<file path="config.mk">
export PLATFORM = sky130hd
export DESIGN_NAME = machine_mover
export DESIGN_NICKNAME = d
export VERILOG_FILES = /design/src/rtl/machine_pkg.sv /design/src/rtl/machine_edge_det.sv /design/src/rtl/machine_mover.sv
export SDC_FILE = /design/constraint.sdc
export NUM_CORES = 1
export LEC_CHECK = 0
export CORE_MARGIN = 5
export CORE_UTILIZATION = 50
export CTS_BUF_LIST = sky130_fd_sc_hd__clkbuf_8 sky130_fd_sc_hd__clkbuf_16
export DETAILED_ROUTE_END_ITERATION = 8
export DONT_BUFFER_PORTS = 1
export PLACE_DENSITY = 0.67
export SYNTH_ARGS = -nofsm -noshare
export SYNTH_HDL_FRONTEND = slang
export SYNTH_HIERARCHICAL = 1
export SYNTH_SLANG_ARGS = --single-unit
</file>
<file path="constraint.sdc">
create_clock -name CLK -period 2.7 [get_ports CLK]
set_clock_uncertainty 0.2 [all_clocks]
set_input_delay 0.405 -clock CLK [delete_from_list [all_inputs] [get_ports CLK]]
set_output_delay 0.405 -clock CLK [all_outputs]
set_load 0.02 [all_outputs]
</file>
<file path="src/rtl/machine_pkg.sv">
// Shared definitions for the enemy-formation ("machine") motion logic:
// position width, direction encoding and default playfield limits.
package machine_pkg;

    localparam int POS_W = 11;

    typedef enum logic [0:0] {
        DIR_RIGHT = 1'b0,
        DIR_LEFT  = 1'b1
    } dir_t;

    // Default playfield limits; the renderer and collision logic use these too
    localparam int DEF_X_MIN    = 16;
    localparam int DEF_X_MAX    = 560;
    localparam int DEF_X_INIT   = 16;
    localparam int DEF_STEP     = 8;
    localparam int DEF_MAX_STEP = 32;

endpackage

</file>
<file path="src/rtl/machine_edge_det.sv">
// Rising-edge detector for a synchronous tick input. The history register
// follows the input even during reset, so a level held through reset is not an edge.
module machine_edge_det (
    input  logic CLK,
    input  logic RST,
    input  logic in,
    output logic rise
);

    logic in_q;

    always_ff @(posedge CLK) begin
        in_q <= in;
    end

    assign rise = RST & in & ~in_q;

endmodule

</file>
<file path="src/rtl/machine_mover.sv">
// Horizontal motion controller for the enemy formation: one step per mueva
// rising edge, clamp and reverse at the limits. Optional MACHINE_SPEEDUP_EN.
module machine_mover
    import machine_pkg::*;
#(
    parameter int X_MIN    = DEF_X_MIN,
    parameter int X_MAX    = DEF_X_MAX,
    parameter int X_INIT   = DEF_X_INIT,
    parameter int STEP     = DEF_STEP,
    parameter int MAX_STEP = DEF_MAX_STEP
) (
    input  logic             CLK,
    input  logic             RST,
    input  logic             mueva,
    output logic [POS_W-1:0] posx
);

    localparam logic [0:0] S_RIGHT = DIR_RIGHT;
    localparam logic [0:0] S_LEFT  = DIR_LEFT;

    localparam logic [POS_W:0] XMIN_W = (POS_W+1)'(X_MIN);
    localparam logic [POS_W:0] XMAX_W = (POS_W+1)'(X_MAX);

    if (X_MIN >= X_MAX || X_MAX > 2047 || X_INIT < X_MIN || X_INIT > X_MAX ||
        STEP < 1 || STEP > X_MAX - X_MIN || MAX_STEP < STEP) begin : g_bad_params
        $error("machine_mover: illegal parameter set");
    end

    logic             move;
    logic [0:0]       dir;
    logic [POS_W:0]   step;
    logic [POS_W:0]   pos_w;
    logic [POS_W:0]   fwd;
    logic [POS_W:0]   back;
    logic             hit_right;
    logic             hit_left;
    logic             rev;

    machine_edge_det u_edge (
        .CLK  (CLK),
        .RST  (RST),
        .in   (mueva),
        .rise (move)
    );

`ifdef MACHINE_SPEEDUP_EN
    // The reversing move uses the old step; the bump applies from the next move
    always_ff @(posedge CLK) begin
        if (!RST) begin
            step <= (POS_W+1)'(STEP);
        end else if (rev && step < (POS_W+1)'(MAX_STEP)) begin
            step <= step + 1'b1;
        end
    end
`else
    assign step = (POS_W+1)'(STEP);
`endif

    // One extra bit keeps the limit compares free of wrap-around
    assign pos_w     = {1'b0, posx};
    assign fwd       = pos_w + step;
    assign back      = pos_w - step;
    assign hit_right = (fwd >= XMAX_W);
    assign hit_left  = (pos_w <= XMIN_W + step);
    assign rev       = move & ((dir == S_RIGHT) ? hit_right : hit_left);

    always_ff @(posedge CLK) begin
        if (!RST) begin
            posx <= POS_W'(X_INIT);
            dir  <= S_RIGHT;
        end else if (move) begin
            if (dir == S_RIGHT) begin
                if (hit_right) begin
                    posx <= POS_W'(X_MAX);
                    dir  <= S_LEFT;
                end else begin
                    posx <= fwd[POS_W-1:0];
                end
            end else begin
                if (hit_left) begin
                    posx <= POS_W'(X_MIN);
                    dir  <= S_RIGHT;
                end else begin
                    posx <= back[POS_W-1:0];
                end
            end
        end
    end

endmodule

</file>
# Word level (Yosys, flattened, before mapping)
# Cells that the tools add are included.
# word_totals
ff_bits,13
in_bits,3
output_inout_bits,11
elab_cells,16
# classes
n_addsub,2
magnitude_cmp,2
muxes,6
bitwise_logic,3
# ops
cell,n
$mux W11,3
$add A11 B4 Y12 const B,1
$ge A12 B10 Y1 const B,1
$le A11 B5 Y1 const B,1
$sub A11 B4 Y11 const B,1
$mux W1,3
$and A1 B1 Y1,2
$not A1 Y1,1

# Logic depth before layout (Yosys ltp)
# logic_depth
word_depth,4
mapped_depth,7
ltp_nobuf,6

# Hierarchy
# The synthesis kept the hierarchy.
# modules_own_cells
module,instances,cells_each,area_each_um2,seq_area_each_um2
machine_mover,1,117,954.7,180.2
machine_edge_det,1,2,28.8,20.0

# Least setup slack after synthesis
# Ideal clock, no wire load.
# synth_path
kind,reg-to-reg
startpoint,reg posx[3]
endpoint,reg posx[4]
arrival_time_ns,2.006
path_slack_ns,0.369
path_stages_with_launch,8
period_less_slack_ns,2.331
path_cell_list,dfxtp_1 -> buf_2 -> inv_1 -> ha_1 -> maj3_2 -> o22ai_2 -> a22oi_4 -> o41a_1
# synth_between
elab_chain_cells,4
word_cells_on_any_way,7
classes_between,2 x add/sub; 2 x order compare; 3 x mux
# synth_lines
item,line_no,source
from (decl),machine_mover.sv:15,output logic [POS_W-1:0] posx
from (signal assigned),machine_mover.sv:69,posx <= POS_W'(X_INIT);
from (signal assigned),machine_mover.sv:74,posx <= POS_W'(X_MAX);
from (signal assigned),machine_mover.sv:77,posx <= fwd[POS_W-1:0];
$add A11 B4 Y12,machine_mover.sv:61,assign fwd = pos_w + step;
$ge A12 B10 Y1,machine_mover.sv:63,assign hit_right = (fwd >= XMAX_W);
$mux W11,machine_mover.sv:73,if (hit_right) begin
$mux W11 (*),machine_mover.sv:72,if (dir == S_RIGHT) begin
# Mark *: on every way between the ends. The rest lies on a longest branch, timed or not.
# A chain may end at the register's enable or synchronous reset.

# Worst setup path after layout
# Ends and elaborated chain as after synthesis.

==> results.md <==
- In this run the count of I/O pins placed on the die edge is 14.
- The transition time at the pin with the least slew margin is 633 ps.
- The wire-length estimate of the detail-placed layout is ~1900 um.
- The library cell used most frequently in the layout, excluding fill and tap cells, is sky130_fd_sc_hd__dfxtp_1.
- The deepest level of the CTS H-tree is 1.
- The wire length of the first global-routing pass is 4080 um.
- The number of nets with antenna violations after detailed routing is 0.
- The worst register-to-register path has a setup slack of ~440 ps.
- The number of synthesized flops with an enable pin is 0.
- The part of the power in the clock network is a little over two fifths.
- The worst setup path is of the reg2reg kind.
- The worst hold path passes through 2 cells.
- The via count of the routed design is roughly 1000.
- Headroom to the max-slew limit came out at 57.7%.
- The cts-stage hold buffer count is 1.
- The total clock buffers created by CTS is 3.
- The largest driver fanout on the critical path is 6.
- For this run, asynchronously set or reset flops after synthesis account for 0%.
- The number of global-route vias before repair is slightly below 900.
- The post-route non-filler standard cell count is about 150.
- In this run switching power makes up between 20% and 30% of total power.
- The average wire per cell in the routed design is 17.3 um.
- The achievable clock frequency is approximately 0.44 GHz.
- The effective utilization at floorplan is 51.2%.
- The relative contribution of combinational cells to total power is roughly 18%.
- At the end of the flow, the number of nets in the layout was around 130.
- After layout, the worst path uses ~84% of the clock period.
- The worst-case IR drop observed on VDD is roughly 0.00029 V.
- The delay contributed by the slowest stage of the critical path is between 400 and 500 ps.
- The min-delay analysis places its worst path in the category in2reg.
- The region available for standard cell placement spans 1920 um2.
- The initial antenna violation count was 0.
- The number of clock sinks is 10.
- The synthesized netlist contains 56 unique library cells.
- The startpoint type of the worst setup path is a flip-flop.
- Per report_power, the sequential group accounts for approximately two fifths of the total.
- The worst reg2reg path depth is 6.
- The die is 54.4 um wide.
- The clock latency on the worst-skew pair is 230 ps.
- The most critical setup path has its startpoint at posx[3]$_SDFFE_PN0P_.
- The first-iteration detailed-routing DRC count is between 50 and 60.
- TritonCTS built the clock tree.
- In this run the vertical extent of the chip is 54.4 um.
- The number of diodes is 0.
- The area fraction of the dominant cell type after synthesis is around a fifth.
- The largest net degree at the start of global routing is 13.
- The cell area that synthesis handed to floorplanning was about 1000 um2.
- For this run, design rule violations remaining after detail routing come to 0.
- The number of standard-cell rows in the floorplan is 16.
- The clock passes through at most 2 buffers.
- The post-route netlist has around a fifth of its cells at a drive strength greater than 1.
- The worst path in the final design needs a cycle of roughly 2300 ps, including I/O delays and setup.
- STA classifies the critical path endpoint as a flip-flop.
- Routability-driven placement finished with a final weighted congestion of roughly 0.98.
- For this design the static power due to leakage is ~0.35 nW.
- The max-slew violation count is 0.
- The endpoint arrival time on the critical path is between 2000 and 2500 ps.
- In the post-synthesis netlist, the biggest area contributors are sky130_fd_sc_hd__dfxtp_1 20%, sky130_fd_sc_hd__o21ai_0 3.6%, sky130_fd_sc_hd__nor3_1 3.1%.
- Setup repair after global routing left no endpoint under its margin.
- The Yosys step of the flow raised 6 warnings.
- The number of buffers inserted by port buffering is 0.
- The total detailed-routing wirelength is approximately 2500 um.
- The filler cells instantiated in the layout total about 190.
- The area growth from synthesis to layout is 7.12%.
- The largest individual stage delay along the critical path comes from the cell sky130_fd_sc_hd__dfxtp_1.
- The internal cell power is roughly 0.32 mW.
- The final hold violation count is 0.
- Summed over all failing endpoints, the final setup total negative slack is 0 ps.
- The analysis attributes to net switching a power of about 0.12 mW.
- Global routing used approximately a fifth of the available tracks.
- Once placement completed, the tool counted placed cells totaling between 100 and 150.
- For this run, the detailed router's first-pass iteration total came to 4.
- In the layout the commonest cells are 10 x sky130_fd_sc_hd__dfxtp_1, 7 x sky130_fd_sc_hd__o21ai_0, 6 x sky130_fd_sc_hd__inv_1, 6 x sky130_fd_sc_hd__nor3_1, 6 x sky130_fd_sc_hd__buf_4.
- The end point of the critical path is posx[4]$_SDFFE_PN1P_.
- The synthesized design contains 10 register bits.
- The number of gates resized after CTS was 0.
- The worst endpoint required time is about 2600 ps.
- The tree is rooted in a sky130_fd_sc_hd__clkbuf_8.
- The signal on the critical path passes through inv_1, ha_1, maj3_2, o22ai_2, a22oi_4, o41a_1.
- A synthesized cell averages between 8 and 9 um2.
- The start of the worst register-to-register path is posx[3]$_SDFFE_PN0P_.
- The die area is about 3000 um2.
- The run finished with clean final reports.
- Clock-pin slew was measured on the worst setup and hold paths at roughly 50 ps.
- After global routing the overflow that remains totals 0.
- Of the synthesized area, sequential elements account for between 20 and 25%.
- The endpoint identified for the worst register-to-register timing path is posx[4]$_SDFFE_PN1P_.
- The mean number of vias per cell is between 6 and 7.
- Counting every instance in the synthesized netlist gives approximately 120.
- After clock tree synthesis, the setup repair step added 0 buffers.
- The number of failing setup endpoints in the final timing report is 0.
- Across the run, the number of max-cap violations was 0.
- The cell area power density is around 410 nW/um2.
- The largest area contributor in the synthesized netlist is sky130_fd_sc_hd__dfxtp_1.
- In the synthesized netlist the dominant register cell turns out to be sky130_fd_sc_hd__dfxtp_1.
-- synthesized netlist by cell type, types with 3 or more instances --
| master | n |
|---|---|
| sky130_fd_sc_hd__a21oi_1 | 5 |
| sky130_fd_sc_hd__nor2b_1 | 4 |
| sky130_fd_sc_hd__a31oi_1 | 3 |
| sky130_fd_sc_hd__nor3_1 | 6 |
| sky130_fd_sc_hd__inv_1 | 6 |
| sky130_fd_sc_hd__nand3_1 | 4 |
| sky130_fd_sc_hd__nor2_1 | 3 |
| sky130_fd_sc_hd__o21ai_0 | 7 |
| sky130_fd_sc_hd__buf_2 | 5 |
| sky130_fd_sc_hd__o32ai_1 | 3 |
| sky130_fd_sc_hd__o21ai_1 | 4 |
| sky130_fd_sc_hd__dfxtp_1 | 10 |
| sky130_fd_sc_hd__nand2_1 | 3 |
| sky130_fd_sc_hd__nor3b_1 | 3 |
| sky130_fd_sc_hd__buf_4 | 4 |
-- per-stage QoR --
step / power (mW) / utilization (%) / hold WS [ps] / setup WS (ps) / area [um2]
floorplan: 0.239 / - / 233 / 369 / 991
global placement: 0.247 / 51.4 / 233 / 469 / 988
detailed placement: 0.247 / 51.4 / 233 / 432 / 988
CTS: 0.437 / 54.8 / 93.5 / 431 / 1050
global route: 0.456 / 54.8 / 92.7 / 319 / 1050
finish: 0.436 / 54.8 / 94.3 / 437 / 1050
-- worst min-delay path by stage --
| stage | slack (ps) | start | to |
|---|---|---|---|
| 3_5_place_dp | 230 | mueva | u_edge/in_q$_DFF_P_ |
| 2_1_floorplan | 230 | mueva | u_edge/in_q$_DFF_P_ |
| 5_1_grt | 90 | RST | posx[10]$_SDFFE_PN0P_ |
| 4_1_cts | 90 | RST | posx[10]$_SDFFE_PN0P_ |
| 6_report | 90 | RST | posx[10]$_SDFFE_PN0P_ |
| 3_3_place_gp | 230 | mueva | u_edge/in_q$_DFF_P_ |
-- logic make-up after synthesis --
family / share of synthesized area (%)
AO/OA/AOI/OAI: 31.8
AND/OR/NAND/NOR: 29.0
buffers and inverters: 10.9
flip-flops: 20.4
adder cells (fa/ha/maj): 3.69
XOR/XNOR: 2.67
other: 0.381
multiplexers: 1.14
-- cell type report --
type	instances	area (um2)	share of cell area, %
Timing Repair Buffer	7	55.1	5.23
Tap cell	27	33.8	3.21
Inverter	7	26.3	2.49
Multi-Input combinational cell	92	683	64.8
Clock buffer	4	55.1	5.23
Sequential cell	10	200	19.0
-- state kept, by name (all words and copies together), names as in the netlist --
register,cells
posx,8
u_edge/in_q,1
dir,1
-- power by group through the flow --
| stage | Combinational [mW] | Sequential, mW | Clock (mW) |
|---|---|---|---|
| floorplan | 0.0727 | 0.166 | 0 |
| global placement | 0.0775 | 0.169 | 0 |
| detailed placement | 0.0776 | 0.170 | 0 |
| finish | 0.0799 | 0.167 | 0.189 |
| CTS | 0.0791 | 0.167 | 0.191 |
| global route | 0.0861 | 0.168 | 0.202 |
-- routing by layer --
layer	track usage, %	wire [um]
met3	3.81	236
met4	7.47	45
met2	30.3	1220
met1	24.3	1040
met5	0	0
-- critical path: cells and delay by family (launching register included) --
family | cells | cell delay, ps
compound gates | 3 | 700
fa+ha+maj | 2 | 660
flops | 1 | 480
buf+inv | 1 | 100
Power figures use the tool's default switching activity.
